### src/rtl/starforc_gfxrom_arb_pkg.sv
// starforc_gfx_pkg: shared types and constants for the Star Force graphics-ROM
// fetch arbiter.
//   gfx_state_e  arbiter FSM states
//   *_PLANES     plane bytes fetched per burst (sprite 6, char 3)
//   *_STRIDE     byte distance between consecutive plane ROMs in mem_addr space
package starforc_gfx_pkg;

  typedef enum logic [2:0] {
    IDLE,
    GRANT,
    REQ,
    COMMIT,
    WRITE
  } gfx_state_e;

  localparam int          SPR_PLANES = 6;
  localparam int          CHR_PLANES = 3;
  localparam logic [15:0] SPR_STRIDE = 16'h2000;
  localparam logic [15:0] CHR_STRIDE = 16'h1000;

endpackage

### src/rtl/starforc_gfxrom_arb_if.sv
// starforc_gfxrom_arb_if: byte-wide graphics ROM port shared by the arbiter.
//   mem_addr   byte address            (arbiter -> memory)
//   mem_rd     read request, held until mem_ack
//   mem_ack    single-cycle acknowledge (memory -> arbiter)
//   mem_data   read data, valid with mem_ack
//   mem_wr / mem_wdata  download write path, present only with
//   STARFORC_GFXARB_DL_EN defined
interface starforc_gfxrom_arb_if;
  logic [15:0] mem_addr;
  logic        mem_rd;
  logic        mem_ack;
  logic [7:0]  mem_data;
`ifdef STARFORC_GFXARB_DL_EN
  logic        mem_wr;
  logic [7:0]  mem_wdata;

  modport master (output mem_addr, mem_rd, mem_wr, mem_wdata,
                  input  mem_ack, mem_data);
  modport slave  (input  mem_addr, mem_rd, mem_wr, mem_wdata,
                  output mem_ack, mem_data);
`else
  modport master (output mem_addr, mem_rd,
                  input  mem_ack, mem_data);
  modport slave  (input  mem_addr, mem_rd,
                  output mem_ack, mem_data);
`endif
endinterface

### src/rtl/starforc_gfxrom_arb_addr_chg.sv
// starforc_addr_chg: per-requester change detector.
//   clk, reset   clock, synchronous active-high reset
//   addr_in      live requester address
//   load         FSM GRANT strobe: remember addr_in as the fetched address
//   commit       FSM COMMIT strobe: burst for last_addr is now on the outputs
//   force_pend   force a re-fetch even if the address is unchanged
//   last_addr    address of the burst in flight / last committed
//   pending      a fetch is needed
//   valid        committed outputs belong to the current addr_in
module starforc_addr_chg
  #(parameter int W = 12)
  (input  logic         clk,
   input  logic         reset,
   input  logic [W-1:0] addr_in,
   input  logic         load,
   input  logic         commit,
   input  logic         force_pend,
   output logic [W-1:0] last_addr,
   output logic         pending,
   output logic         valid);

  logic [W-1:0] last_q, last_d;
  logic         force_q, force_d;
  logic         busy_q, busy_d;
  logic         done_q, done_d;
  logic         match;

  always_comb begin
    last_d  = last_q;
    force_d = force_q;
    busy_d  = busy_q;
    done_d  = done_q;
    if (load) begin
      last_d  = addr_in;
      force_d = 1'b0;
      busy_d  = 1'b1;
    end
    if (commit) begin
      busy_d = 1'b0;
      done_d = 1'b1;
    end
    if (force_pend) force_d = 1'b1;
  end

  always_ff @(posedge clk) begin
    if (reset) begin
      last_q  <= '0;
      force_q <= 1'b1;   // nothing fetched yet: both requesters start pending
      busy_q  <= 1'b0;
      done_q  <= 1'b0;
    end else begin
      last_q  <= last_d;
      force_q <= force_d;
      busy_q  <= busy_d;
      done_q  <= done_d;
    end
  end

  assign match     = (addr_in == last_q);
  assign last_addr = last_q;
  assign pending   = force_q || !match;
  assign valid     = match && !force_q && !busy_q && done_q;

endmodule

### src/rtl/starforc_gfxrom_arb.sv
// starforc_gfxrom_arb: shares one byte-wide ROM port between the sprite tile
// fetch (6 plane bytes, rom9..rom14) and the char fetch (3 plane bytes,
// rom6..rom8). Each burst is gathered in shadow registers and copied to the
// outputs in a single cycle so the serializers never see a mixed word set.
//   clk48m, reset        clock, synchronous active-high reset
//   spr_addr, chr_addr   requester addresses
//   mem                  ROM port (starforc_gfxrom_arb_if.master)
//   rom6_o..rom14_o      committed plane bytes
//   spr_valid, chr_valid committed data matches the current address
//   dl_wr/dl_addr/dl_data/dl_ack  ROM download port, only with
//   STARFORC_GFXARB_DL_EN defined
//
// state  | meaning
// IDLE   | pick a requester (download first, then alternate on contention)
// GRANT  | latch the granted address, plane index = 0
// REQ    | read one plane byte per ack into the shadow registers
// COMMIT | copy shadow bytes to the outputs
// WRITE  | download write held until mem_ack
module starforc_gfxrom_arb
  import starforc_gfx_pkg::*;
  #(parameter logic [15:0] SPR_BASE = 16'h4000,
    parameter logic [15:0] CHR_BASE = 16'h0000)
  (input  logic        clk48m,
   input  logic        reset,
   input  logic [12:0] spr_addr,
   input  logic [11:0] chr_addr,
   starforc_gfxrom_arb_if.master mem,
   output logic [7:0]  rom6_o,
   output logic [7:0]  rom7_o,
   output logic [7:0]  rom8_o,
   output logic [7:0]  rom9_o,
   output logic [7:0]  rom10_o,
   output logic [7:0]  rom11_o,
   output logic [7:0]  rom12_o,
   output logic [7:0]  rom13_o,
   output logic [7:0]  rom14_o,
   output logic        spr_valid,
   output logic        chr_valid
`ifdef STARFORC_GFXARB_DL_EN
  ,input  logic        dl_wr,
   input  logic [15:0] dl_addr,
   input  logic [7:0]  dl_data,
   output logic        dl_ack
`endif
  );

  gfx_state_e        state_q, state_d;
  logic              sel_q, sel_d;              // 1 = sprite burst
  logic              last_grant_q, last_grant_d; // 1 = sprite served last
  logic [2:0]        plane_q, plane_d;
  logic [5:0][7:0]   spr_sh_q, spr_sh_d, spr_out_q, spr_out_d;
  logic [2:0][7:0]   chr_sh_q, chr_sh_d, chr_out_q, chr_out_d;

  logic              spr_load, chr_load, spr_commit, chr_commit, set_pend;
  logic              spr_pend, chr_pend, last_plane;
  logic [12:0]       spr_last;
  logic [11:0]       chr_last;
  logic [15:0]       spr_mem_addr, chr_mem_addr, mem_addr_c;
  logic              mem_rd_c;

  starforc_addr_chg #(.W(13)) u_spr_chg (
    .clk(clk48m), .reset(reset), .addr_in(spr_addr), .load(spr_load),
    .commit(spr_commit), .force_pend(set_pend), .last_addr(spr_last),
    .pending(spr_pend), .valid(spr_valid));

  starforc_addr_chg #(.W(12)) u_chr_chg (
    .clk(clk48m), .reset(reset), .addr_in(chr_addr), .load(chr_load),
    .commit(chr_commit), .force_pend(set_pend), .last_addr(chr_last),
    .pending(chr_pend), .valid(chr_valid));

  // Addresses come from the latched copy so a mid-burst input change cannot
  // tear the plane set.
  assign spr_mem_addr = SPR_BASE + 16'(plane_q) * SPR_STRIDE + {3'b0, spr_last};
  assign chr_mem_addr = CHR_BASE + 16'(plane_q) * CHR_STRIDE + {4'b0, chr_last};
  assign last_plane   = sel_q ? (plane_q == 3'(SPR_PLANES - 1))
                              : (plane_q == 3'(CHR_PLANES - 1));

  always_comb begin
    state_d      = state_q;
    sel_d        = sel_q;
    last_grant_d = last_grant_q;
    plane_d      = plane_q;
    spr_sh_d     = spr_sh_q;
    chr_sh_d     = chr_sh_q;
    spr_out_d    = spr_out_q;
    chr_out_d    = chr_out_q;
    spr_load     = 1'b0;
    chr_load     = 1'b0;
    spr_commit   = 1'b0;
    chr_commit   = 1'b0;
    set_pend     = 1'b0;
    mem_rd_c     = 1'b0;
    mem_addr_c   = 16'h0000;
`ifdef STARFORC_GFXARB_DL_EN
    mem.mem_wr    = 1'b0;
    mem.mem_wdata = 8'h00;
    dl_ack        = 1'b0;
`endif
    case (state_q)
      IDLE: begin
`ifdef STARFORC_GFXARB_DL_EN
        if (dl_wr) state_d = WRITE;
        else
`endif
        if (chr_pend || spr_pend) begin
          state_d = GRANT;
          if (chr_pend && spr_pend) sel_d = ~last_grant_q;
          else                      sel_d = spr_pend;
        end
      end
      GRANT: begin
        spr_load     = sel_q;
        chr_load     = !sel_q;
        last_grant_d = sel_q;
        plane_d      = 3'd0;
        state_d      = REQ;
      end
      REQ: begin
        mem_rd_c   = 1'b1;
        mem_addr_c = sel_q ? spr_mem_addr : chr_mem_addr;
        if (mem.mem_ack) begin
          if (sel_q) spr_sh_d[plane_q]      = mem.mem_data;
          else       chr_sh_d[plane_q[1:0]] = mem.mem_data;
          if (last_plane) state_d = COMMIT;
          else            plane_d = plane_q + 3'd1;
        end
      end
      COMMIT: begin
        if (sel_q) begin
          spr_out_d  = spr_sh_q;
          spr_commit = 1'b1;
        end else begin
          chr_out_d  = chr_sh_q;
          chr_commit = 1'b1;
        end
        state_d = IDLE;
      end
`ifdef STARFORC_GFXARB_DL_EN
      WRITE: begin
        mem.mem_wr    = 1'b1;
        mem.mem_wdata = dl_data;
        mem_addr_c    = dl_addr;
        if (mem.mem_ack) begin
          dl_ack   = 1'b1;
          set_pend = 1'b1;   // ROM contents may have changed under both
          state_d  = IDLE;
        end
      end
`endif
      default: state_d = IDLE;
    endcase
  end

  always_ff @(posedge clk48m) begin
    if (reset) begin
      state_q      <= IDLE;
      sel_q        <= 1'b0;
      last_grant_q <= 1'b1;   // char wins the first contention
      plane_q      <= 3'd0;
      spr_sh_q     <= '0;
      chr_sh_q     <= '0;
      spr_out_q    <= '0;
      chr_out_q    <= '0;
    end else begin
      state_q      <= state_d;
      sel_q        <= sel_d;
      last_grant_q <= last_grant_d;
      plane_q      <= plane_d;
      spr_sh_q     <= spr_sh_d;
      chr_sh_q     <= chr_sh_d;
      spr_out_q    <= spr_out_d;
      chr_out_q    <= chr_out_d;
    end
  end

  assign mem.mem_rd   = mem_rd_c;
  assign mem.mem_addr = mem_addr_c;

  assign rom6_o  = chr_out_q[0];
  assign rom7_o  = chr_out_q[1];
  assign rom8_o  = chr_out_q[2];
  assign rom9_o  = spr_out_q[0];
  assign rom10_o = spr_out_q[1];
  assign rom11_o = spr_out_q[2];
  assign rom12_o = spr_out_q[3];
  assign rom13_o = spr_out_q[4];
  assign rom14_o = spr_out_q[5];

endmodule

### src/flat_wrapper.sv
// flat-port wrapper written by rule: the top's interface ports become plain ports
module starforc_gfxrom_arb_flat import starforc_gfx_pkg::*;
#(parameter logic [15:0] SPR_BASE = 16'h4000,
    parameter logic [15:0] CHR_BASE = 16'h0000)
  (clk48m, reset, spr_addr, chr_addr, rom6_o, rom7_o, rom8_o, rom9_o, rom10_o, rom11_o, rom12_o, rom13_o, rom14_o, spr_valid, chr_valid, mem_mem_addr, mem_mem_rd, mem_mem_ack, mem_mem_data);
  starforc_gfxrom_arb_if mem_i ();
  input  logic clk48m;
  input  logic reset;
  input  logic [12:0] spr_addr;
  input  logic [11:0] chr_addr;
  output logic [7:0] rom6_o;
  output logic [7:0] rom7_o;
  output logic [7:0] rom8_o;
  output logic [7:0] rom9_o;
  output logic [7:0] rom10_o;
  output logic [7:0] rom11_o;
  output logic [7:0] rom12_o;
  output logic [7:0] rom13_o;
  output logic [7:0] rom14_o;
  output logic spr_valid;
  output logic chr_valid;
  output wire logic [$bits(mem_i.mem_addr)-1:0] mem_mem_addr;
  output wire logic [$bits(mem_i.mem_rd)-1:0] mem_mem_rd;
  input wire logic [$bits(mem_i.mem_ack)-1:0] mem_mem_ack;
  input wire logic [$bits(mem_i.mem_data)-1:0] mem_mem_data;
  assign mem_mem_addr = mem_i.mem_addr;
  assign mem_mem_rd = mem_i.mem_rd;
  assign mem_i.mem_ack = mem_mem_ack;
  assign mem_i.mem_data = mem_mem_data;
  starforc_gfxrom_arb #(.SPR_BASE(SPR_BASE), .CHR_BASE(CHR_BASE)) u_core (.clk48m(clk48m), .reset(reset), .spr_addr(spr_addr), .chr_addr(chr_addr), .mem(mem_i), .rom6_o(rom6_o), .rom7_o(rom7_o), .rom8_o(rom8_o), .rom9_o(rom9_o), .rom10_o(rom10_o), .rom11_o(rom11_o), .rom12_o(rom12_o), .rom13_o(rom13_o), .rom14_o(rom14_o), .spr_valid(spr_valid), .chr_valid(chr_valid));
endmodule
### config.mk
export PLATFORM = sky130hd
export DESIGN_NAME = starforc_gfxrom_arb_flat
export DESIGN_NICKNAME = d
export VERILOG_FILES = /design/src/rtl/starforc_gfxrom_arb_pkg.sv /design/src/rtl/starforc_gfxrom_arb_if.sv /design/src/rtl/starforc_gfxrom_arb_addr_chg.sv /design/src/rtl/starforc_gfxrom_arb.sv /design/src/flat_wrapper.sv
export SDC_FILE = /design/constraint.sdc
export NUM_CORES = 1
export LEC_CHECK = 0
export BUFFER_PORTS_ARGS = -buffer_cell sky130_fd_sc_hd__buf_2
export CAP_MARGIN = 20
export CORE_UTILIZATION = 25
export CTS_CLUSTER_SIZE = 40
export DETAILED_ROUTE_END_ITERATION = 8
export PLACE_DENSITY = 0.43
export SLEW_MARGIN = 10
export SYNTH_ARGS = -nofsm -noshare
export SYNTH_HDL_FRONTEND = slang
export SYNTH_SLANG_ARGS = --single-unit
export TNS_END_PERCENT = 50
### constraint.sdc
create_clock -name clk48m -period 2.1 [get_ports clk48m]
set_input_delay 0.42 -clock clk48m [delete_from_list [all_inputs] [get_ports clk48m]]
set_output_delay 0.42 -clock clk48m [all_outputs]
set_load 0.03 [all_outputs]
==> impl_metrics.tcl, run 1 <==
set metrics [dict create \
    dpl.hpwl_um 14030 \
    synthXorXnorAreaFrac_pct 3.297 \
    cts_tree "built" \
    cp_top_family "simple AND/OR/NAND/NOR gates" \
    violations "setup timing" \
    p_per_area_nw_per_um2 894.5 \
    synth-simple-area-share_pct 24.65 \
    finalPower_mw 8.087 \
    synth_compound_area_share_pct 12.93 \
    rr_startpoint "u_core.u_chr_chg.last_addr[6]" \
    wl_per_cell_um 14.76 \
    hp-start "chr_addr[1]" \
    firstDrtPassIters 4 \
    netlist_instances 906 \
    antenna_left 0 \
    slew_headroom_pct 62.07 \
    die_w_um 171.4 \
    hold_depth 3 \
    synth_area_leaders "dfxtp_1, nand2_1, a21oi_1, nand3_1, xor2_1" \
    die_h_um 171.4 \
    clk_latency_ns 0.44 \
    drive_above_1_share_pct 21.71 \
    synth_nets 953 \
    final_nets 1066 \
    grt_usage_pct 14.78 \
    ff2ff_setup_slack_ns 0.26 \
    rows 61 \
    grt_max_degree 41 \
    start_util_pct 25.61 \
    fp.coreArea_um2 28010 \
    synth-seq-cells 182 \
    cpMostUsedCell "buf_4" \
    syn-cell-area_um2 7173 \
    finalWirelength_um 20820 \
    status "finished, violations left" \
    hold_class "in2reg" \
    setup_ws_ns -0.2654 \
    yosys-top-cells-count "nand2_1, dfxtp_1, a21oi_1" \
    synth.top_cell.area_share_pct 50.79 \
    cts_buffers 17 \
    grt_pass1_wl_um 33430 \
    place_congestion 0.7449 \
    fillCellCount 3081 \
    synth-edff-count 0 \
    synth_top_area_cell "dfxtp_1" \
    synth-main-ff-cell "dfxtp_1" \
    path_cells "xor2_1 -> nor4_2 -> nand4_1 -> buf_4 -> nor3b_2 -> buf_4 -> buf_6" \
    grt-ovfl-total 0 \
    synth_top_family_by_area "simple AND/OR/NAND/NOR gates" \
    place_area_um2 8332 \
    crit_path_start_kind "register" \
    yosysWarnings 0 \
    grt_pass1_vias 6100 \
    finalHoldViolCount 0 \
    design_area_um2 9041 \
    vdd_drop_max_mv 0.3689 \
    arrival_ns 1.95 \
    synthAdderAreaFrac_pct 1.919 \
    antenna_found_initial 2 \
    rsz0062_at_grt "true" \
    synth_mux_area_share_pct 2.163 \
    syn_to_final_growth_pct 26.04 \
    seq_area_frac_synth_pct 50.79 \
    cp.buffers_inverters 3 \
    ff2ff_path_depth 7 \
    routed-via-count 6237 \
    crit_path_end_kind "output port" \
    drt_iter0_drc 249 \
    cts.sinks 182 \
    worst_pin_slew_ns 0.5683 \
    min_period_over_period_pct 112.6 \
    path_max_fanout 2 \
    fmax_mhz 422.8 \
    route.detailed.drc 0 \
    port_buffers 126 \
    r2r_end "u_core.state_q[0]" \
    yosysMostFrequentCell "nand2_1" \
    critical_path_class "reg2out" \
    p_leak_nw 3.371 \
    via_per_inst 4.420 \
    synth.distinct_cells 36 \
    cts_root_buf "clkbuf_16" \
    async_reset_ff_share_pct 0 \
    htreeDepth 4 \
    max-clock-path-buffers 2 \
    cp_slowest_cell "dfxtp_2" \
    worstHoldEndpoint "u_core.u_chr_chg.last_addr[1]" \
    ios 127 \
    cap_viol_max_count 0 \
    setup_violations 2 \
    drv_slew 0 \
    dieArea_um2 29370 \
    clkTransAtPathRegs_ns 0.08 \
    required_ns 1.68 \
    min_period_ns 2.365 \
    clock_skew_ns 0.01267 \
    max_stage_delay_ns 0.34 \
    synth.avg_cell_area_um2 7.917 \
]
per-stage QoR:
step / TNS [ns] / setup WS (ns) / std cells / util, % / hold slack [ns]
finish: -0.4312 / -0.2654 / 1411 / 32.28 / 0.2300
global route: -0.6461 / -0.3933 / 1410 / 32.27 / 0.2164
CTS: -0.5137 / -0.3065 / 1408 / 32.08 / 0.2077
detailed placement: -0.2624 / -0.2255 / 1371 / 29.74 / 0.4429
global placement: -0.2201 / -0.2074 / 1371 / 29.74 / 0.4375
floorplan: -0.5001 / -0.08751 / 906 / - / 0.4273
worst min-delay path, stage by stage:
cell	delay, ns
buf_2	0.11
nand2_1	0.05
a21oi_1	0.05
how the worst max path moves through the flow:
stage	depth (start not counted)	endpoint	start
after CTS	7	spr_valid	u_core.u_spr_chg.last_addr[10]
after global placement	7	spr_valid	spr_addr[3]
after floorplan	5	mem_mem_addr[5]	u_core.state_q[0]
final	7	spr_valid	u_core.u_spr_chg.last_addr[4]
after global routing	7	spr_valid	u_core.u_spr_chg.last_addr[4]
after detailed placement	7	spr_valid	spr_addr[2]
placed cells by master, fill, tap and decap left out, types with 5 or more instances in the layout:
cell type	instances
nand2b_1	5
nor3_1	7
nand3_1	49
buf_2	119
xor2_1	24
clkbuf_16	17
a21oi_1	172
nand2_1	306
nor2b_2	5
buf_4	32
dfxtp_1	171
nor2b_1	9
clkinvlp_4	5
dfxtp_2	9
mux2i_1	14
inv_1	7
ha_1	10
nor2_1	12
buf_12	8
logic make-up (layout without fill, tap and decap cells):
| kind of cell | after synthesis | after routing |
|---|---|---|
| AOI/OAI and AO/OA | 180 | 180 |
| xor gates and xnor gates | 27 | 27 |
| adders and majority gates | 11 | 11 |
| buffers and inverters | 76 | 202 |
| DFF | 182 | 182 |
| muxes | 15 | 15 |
| other | 0 | 1 |
| and+or+nand+nor | 415 | 415 |
sequential cells by signal, summed over array words and instances, names as in the netlist, 12 cells and up:
signal,cells
u_core.chr_sh_q,24
u_core.spr_sh_q,48
u_core.u_chr_chg.last_addr,12
u_core.u_spr_chg.last_addr,13
power by group:
group          total, mW  switching (mW)  internal, mW  leakage (nW)
combinational       1.20           0.725         0.471          1.63
sequential          3.74           0.143          3.60          1.47
clock               3.15            1.58          1.57         0.265
cell type report:
cell class                 instances  area [µm²]  share of cell area [%]
sequential                       182        3662                   40.51
multi-input combinational        648        3269                   36.16
timing repair buffer             162        1033                   11.43
tap                              378       473.0                   5.231
clock buffer                      17       425.4                   4.705
clock inverter                    15       141.4                   1.564
inverter                           8       33.78                  0.3737
antenna                            1       2.502                 0.02768
per-layer routing:
metal  vias up  wire [µm]  GRT usage (%)
met5         -         13              0
met4         2        209          4.542
met2       114       9376          23.45
met3        18       1271          4.188
met1      2909       9951          19.30
li1       3194          -              -
what timing repair did:
item,in CTS,in global routing
pin swaps,10,2
cloned,0,0
setup endpoints to repair,17,18
gates resized for setup,20,13
hold buffers,0,0
buffers inserted,5,2
(Power assumes the default switching activity.)
==> run 2, diff against run 1 <==
--- a/config.mk
+++ b/config.mk
@@ -8,6 +8,7 @@
 export BUFFER_PORTS_ARGS = -buffer_cell sky130_fd_sc_hd__buf_2
 export CAP_MARGIN = 20
 export CORE_UTILIZATION = 25
+export CTS_BUF_LIST = sky130_fd_sc_hd__clkbuf_4
 export CTS_CLUSTER_SIZE = 40
 export DETAILED_ROUTE_END_ITERATION = 8
 export PLACE_DENSITY = 0.43
==> impl_metrics.tcl, run 2 (synthesized netlist as in run 1, its figures left out) <==
set metrics [dict create \
    hp-start "spr_addr[2]" \
    ff2ff_setup_slack_ns 0.12 \
    place_area_um2 8332 \
    worstHoldEndpoint "u_core.u_spr_chg.last_addr[2]" \
    rsz0062_at_grt "true" \
    p_per_area_nw_per_um2 785.2 \
    start_util_pct 25.61 \
    cts_buffers 17 \
    antenna_found_initial 3 \
    port_buffers 126 \
    syn_to_final_growth_pct 25.89 \
    finalHoldViolCount 0 \
    regMostFlops "u_core.spr_sh_q" \
    dieArea_um2 29370 \
    crit_path_end_kind "output port" \
    drive_above_1_share_pct 24.43 \
    hold_class "in2reg" \
    cpMostUsedCell "buf_4" \
    setup_violations 2 \
    grt-ovfl-total 0 \
    path_cells "xor2_1 -> nor4_2 -> nand4_1 -> buf_4 -> nor3b_2 -> buf_4 -> buf_6" \
    min_period_ns 2.538 \
    clk_latency_ns 0.57 \
    final_cell_mix "nand2_1, a21oi_1, dfxtp_1" \
    ios 127 \
    max-clock-path-buffers 2 \
    finalPower_mw 7.090 \
    via_per_inst 4.391 \
    fp.coreArea_um2 28010 \
    critical_path_class "reg2out" \
    largest_reg_flops 48 \
    ff2ff_path_depth 7 \
    fillCellCount 3078 \
    worst_pin_slew_ns 0.5744 \
    final_nets 1078 \
    violations "setup timing" \
    clock_skew_ns 0.03426 \
    cts_tree "built" \
    clkTransAtPathRegs_ns 0.17 \
    arrival_ns 2.12 \
    rr_startpoint "u_core.sel_q" \
    grt_pass1_vias 6185 \
    fmax_mhz 394.0 \
    crit_path_start_kind "register" \
    design_area_um2 9030 \
    cts.sinks 182 \
    place_congestion 0.7449 \
    grt_max_degree 41 \
    htreeDepth 4 \
    slew_headroom_pct 61.66 \
    antenna_left 0 \
    cts_root_buf "clkbuf_4" \
    grt_usage_pct 14.75 \
    setup_ws_ns -0.4378 \
    tns_ns -0.7415 \
    finalWirelength_um 20970 \
    cts_hold_buffers 0 \
    p_leak_nw 3.330 \
    path_max_fanout 3 \
    required_ns 1.68 \
    grt_pass1_wl_um 33390 \
    cap_viol_max_count 0 \
    final_common_cell "nand2_1" \
    rows 61 \
    status "finished, violations left" \
    firstDrtPassIters 4 \
    min_period_over_period_pct 120.8 \
    dpl.hpwl_um 14030 \
    routed-via-count 6253 \
    route.detailed.drc 0 \
    die_h_um 171.4 \
    r2r_end "u_core.state_q[0]" \
    drt_iter0_drc 279 \
    holdWs_ns 0.08044 \
    vdd_drop_max_mv 0.3178 \
    max_stage_delay_ns 0.37 \
    drv_slew 0 \
    die_w_um 171.4 \
    cp_slowest_cell "dfxtp_2" \
    dp_slack_ns -0.2255 \
    wl_per_cell_um 14.72 \
    hold_depth 3 \
]
run 2: cell types whose count changed in the layout (fill, tap and decap cells not counted), sizes merged:
| cell | before | now |
|---|---|---|
| inv | 13 | 14 |
| diode | 1 | 2 |
| clkinvlp | 5 | 4 |
| buf | 162 | 174 |
run 2: metal layers:
| metal | global-route usage, % | vias to the layer above | wire [µm] |
|---|---|---|---|
| met3 | 4.326 | 13 | 1163 |
| met1 | 19.13 | 2916 | 10020 |
| li1 | - | 3219 | - |
| met4 | 3.494 | 2 | 161 |
| met5 | 0 | - | 13 |
| met2 | 23.95 | 103 | 9610 |
run 2: layout make-up:
| cell class | instances | area (µm²) | share of cell area, % |
|---|---|---|---|
| diodes | 2 | 5.005 | 0.05542 |
| clock buffers | 17 | 127.6 | 1.413 |
| clock inverters | 15 | 141.4 | 1.566 |
| inverters | 8 | 30.03 | 0.3325 |
| multi-input cells | 648 | 3346 | 37.05 |
| flip-flops and latches | 182 | 3676 | 40.71 |
| well taps | 378 | 473.0 | 5.238 |
| repair buffers | 174 | 1231 | 13.63 |
run 2: worst max-delay path: cells and delay by family, from the launching register on:
kind                   cells  cell delay, ns
flip-flops                 1            0.37
XOR/XNOR                   1            0.17
AND/OR/NAND/NOR            3            0.57
buffers and inverters      3            0.44
run 2: where the power goes:
group	switching [mW]	internal [mW]	leakage (nW)
Sequential	0.128	3.61	1.48
Clock	1.42	0.520	0.134
Combinational	0.797	0.610	1.72
run 2: per-stage QoR:
stage               util [%]  cells
floorplan                  -    906
finish                 32.24   1424
global placement       29.74   1371
CTS                    31.59   1417
detailed placement     29.74   1371
global route           32.23   1423
run 2: worst max-delay path by stage:
stage	startpoint	to	slack (ns)
final	u_core.u_spr_chg.last_addr[2]	spr_valid	-0.44
after global routing	u_core.u_spr_chg.last_addr[6]	spr_valid	-0.61
after CTS	u_core.u_spr_chg.last_addr[10]	spr_valid	-0.52
after detailed placement	spr_addr[2]	spr_valid	-0.23
after global placement	spr_addr[3]	spr_valid	-0.21
after floorplan	u_core.state_q[0]	mem_mem_addr[5]	-0.09
run 2: what timing repair did:
action / in CTS / in global routing
buffers inserted: 14 / 5
setup endpoints to repair: 19 / 31
pin swaps: 11 / 10
gates resized for setup: 51 / 39
==> run 3, diff against run 2 <==
--- a/config.mk
+++ b/config.mk
@@ -7,11 +7,13 @@
 export LEC_CHECK = 0
 export BUFFER_PORTS_ARGS = -buffer_cell sky130_fd_sc_hd__buf_2
 export CAP_MARGIN = 20
+export CORE_MARGIN = 10
 export CORE_UTILIZATION = 25
 export CTS_BUF_LIST = sky130_fd_sc_hd__clkbuf_4
 export CTS_CLUSTER_SIZE = 40
 export DETAILED_ROUTE_END_ITERATION = 8
 export PLACE_DENSITY = 0.43
+export REMOVE_ABC_BUFFERS = 1
 export SLEW_MARGIN = 10
 export SYNTH_ARGS = -nofsm -noshare
 export SYNTH_HDL_FRONTEND = slang
==> impl_metrics.tcl, run 3 (synthesized netlist as in run 1, its figures left out) <==
set metrics [dict create \
    status "finished, violations left" \
    violations "setup timing" \
    port_buffers 126 \
    drive_above_1_share_pct 24.45 \
    p_sw_mw 2.430 \
    fin_util_pct 32.37 \
    worst_pin_slew_ns 0.5692 \
    arrival_ns 2.01 \
    ff2ff_path_depth 8 \
    hold_depth 3 \
    setup_ws_ns -0.3270 \
    rsz0062_at_grt "true" \
    cap_viol_max_count 0 \
    ff2ff_setup_slack_ns 0.12 \
    final_nets 1073 \
    place_congestion 0.7847 \
    grt_pass1_vias 6128 \
    tns_ns -0.5857 \
    r2r_end "u_core.state_q[0]" \
    rr_startpoint "u_core.u_chr_chg.last_addr[2]" \
    routed-via-count 6245 \
    finalWirelength_um 22310 \
    dieArea_um2 35870 \
    routed-wl-met3_um 1631 \
    cts.sinks 182 \
    clk_latency_ns 0.59 \
    clkPwrFrac_pct 28.2 \
    worstHoldEndpoint "u_core.u_chr_chg.last_addr[10]" \
    regMostFlops "u_core.spr_sh_q" \
    antenna_left 0 \
    top_layer "met4" \
    htreeDepth 4 \
    setup_violations 2 \
    start_util_pct 25.61 \
    grt_pass1_wl_um 34890 \
    crit_path_start_kind "register" \
    dp_slack_ns 0.02357 \
    finalPower_mw 7.264 \
    slew_headroom_pct 62.06 \
    hold_class "in2reg" \
    dpl.hpwl_um 14730 \
    drv_slew 0 \
    largest_reg_flops 48 \
    die_h_um 189.4 \
    syn_to_final_growth_pct 26.41 \
    ios 127 \
    place_area_um2 8237 \
    p_per_area_nw_per_um2 801.1 \
    fmax_mhz 412.0 \
    cts_buffers 17 \
    cts_root_buf "clkbuf_4" \
    die_w_um 189.4 \
    crit_path_end_kind "output port" \
    cts_tree "built" \
    finalHoldViolCount 0 \
    drt_iter0_drc 435 \
    antenna_found_initial 2 \
    place_inst 1367 \
    firstDrtPassIters 4 \
    clock_skew_ns 0.03943 \
    holdWs_ns 0.07871 \
    via_per_inst 4.398 \
    p_leak_nw 3.340 \
    seq_power_share_pct 51.4 \
    grt-ovfl-total 0 \
    min_period_ns 2.427 \
    path_max_fanout 2 \
    hp-start "chr_addr[10]" \
    power.internal_mw 4.834 \
    route.detailed.drc 0 \
    fp.coreArea_um2 28010 \
    final_cells 1420 \
    critical_path_class "reg2out" \
    wl_per_cell_um 15.71 \
    rows 61 \
    pwr-share-comb_pct 20.3 \
    min_period_over_period_pct 115.6 \
    grt_usage_pct 12.16 \
    grt_max_degree 58 \
    max-clock-path-buffers 2 \
    wl_met1_um 10680 \
    wl_met2_um 9849 \
    design_area_um2 9067 \
    switching_share_pct 33.45 \
    vdd_drop_max_mv 0.4789 \
    required_ns 1.68 \
    fillCellCount 3047 \
    final_common_cell "nand2_1" \
    clkTransAtPathRegs_ns 0.17 \
    final_cell_mix "nand2_1, a21oi_1, dfxtp_1" \
]
## run 3: worst max-delay path by stage
| stage | startpoint | to | depth (start not counted) |
|---|---|---|---|
| after floorplan | u_core.state_q[0] | u_core.spr_sh_q[0] | 7 |
| after global placement | chr_addr[2] | chr_valid | 6 |
| after detailed placement | spr_addr[6] | spr_valid | 6 |
| after CTS | u_core.u_spr_chg.last_addr[8] | spr_valid | 5 |
| after global routing | u_core.u_chr_chg.last_addr[4] | chr_valid | 5 |
| final | u_core.u_spr_chg.last_addr[4] | spr_valid | 5 |
## run 3: per-layer routing
| metal | up-vias | track usage [%] |
|---|---|---|
| li1 | 3212 | - |
| met1 | 2888 | 16.06 |
| met2 | 130 | 18.24 |
| met3 | 15 | 4.373 |
| met4 | 0 | 3.236 |
| met5 | - | 0 |
## run 3: final cells by class
type	count	area [µm²]	area share, %
clock inverters	14	182.7	2.015
multi-input cells	648	3398	37.48
repair buffers	169	1159	12.78
well taps	378	473.0	5.216
diodes	3	7.507	0.08279
flip-flops and latches	182	3682	40.61
inverters	8	30.03	0.3312
clock buffers	18	135.1	1.490
## run 3: timing repair
item | 4_1_cts | 5_1_grt
cloned | 2 | 0
endpoints found under the setup margin | 19 | 18
hold buffers | 0 | 0
setup buffers | 11 | 5
pin swaps | 11 | 8
gates resized for setup | 65 | 38
## run 3: power by group through the flow
stage	clock network (mW)	logic [mW]	registers, mW
floorplan	0	0.656	3.79
global placement	0	1.14	3.80
detailed placement	0	1.13	3.80
CTS	2.15	1.36	3.73
global route	2.29	1.63	3.76
finish	2.05	1.47	3.74
## run 3: critical path, stage by stage, from the launching register on
cell and delay (ns):
dfxtp_2 0.36, xor2_1 0.16, nor4_2 0.33, nand4_1 0.21, nor3b_2 0.20, buf_4 0.19
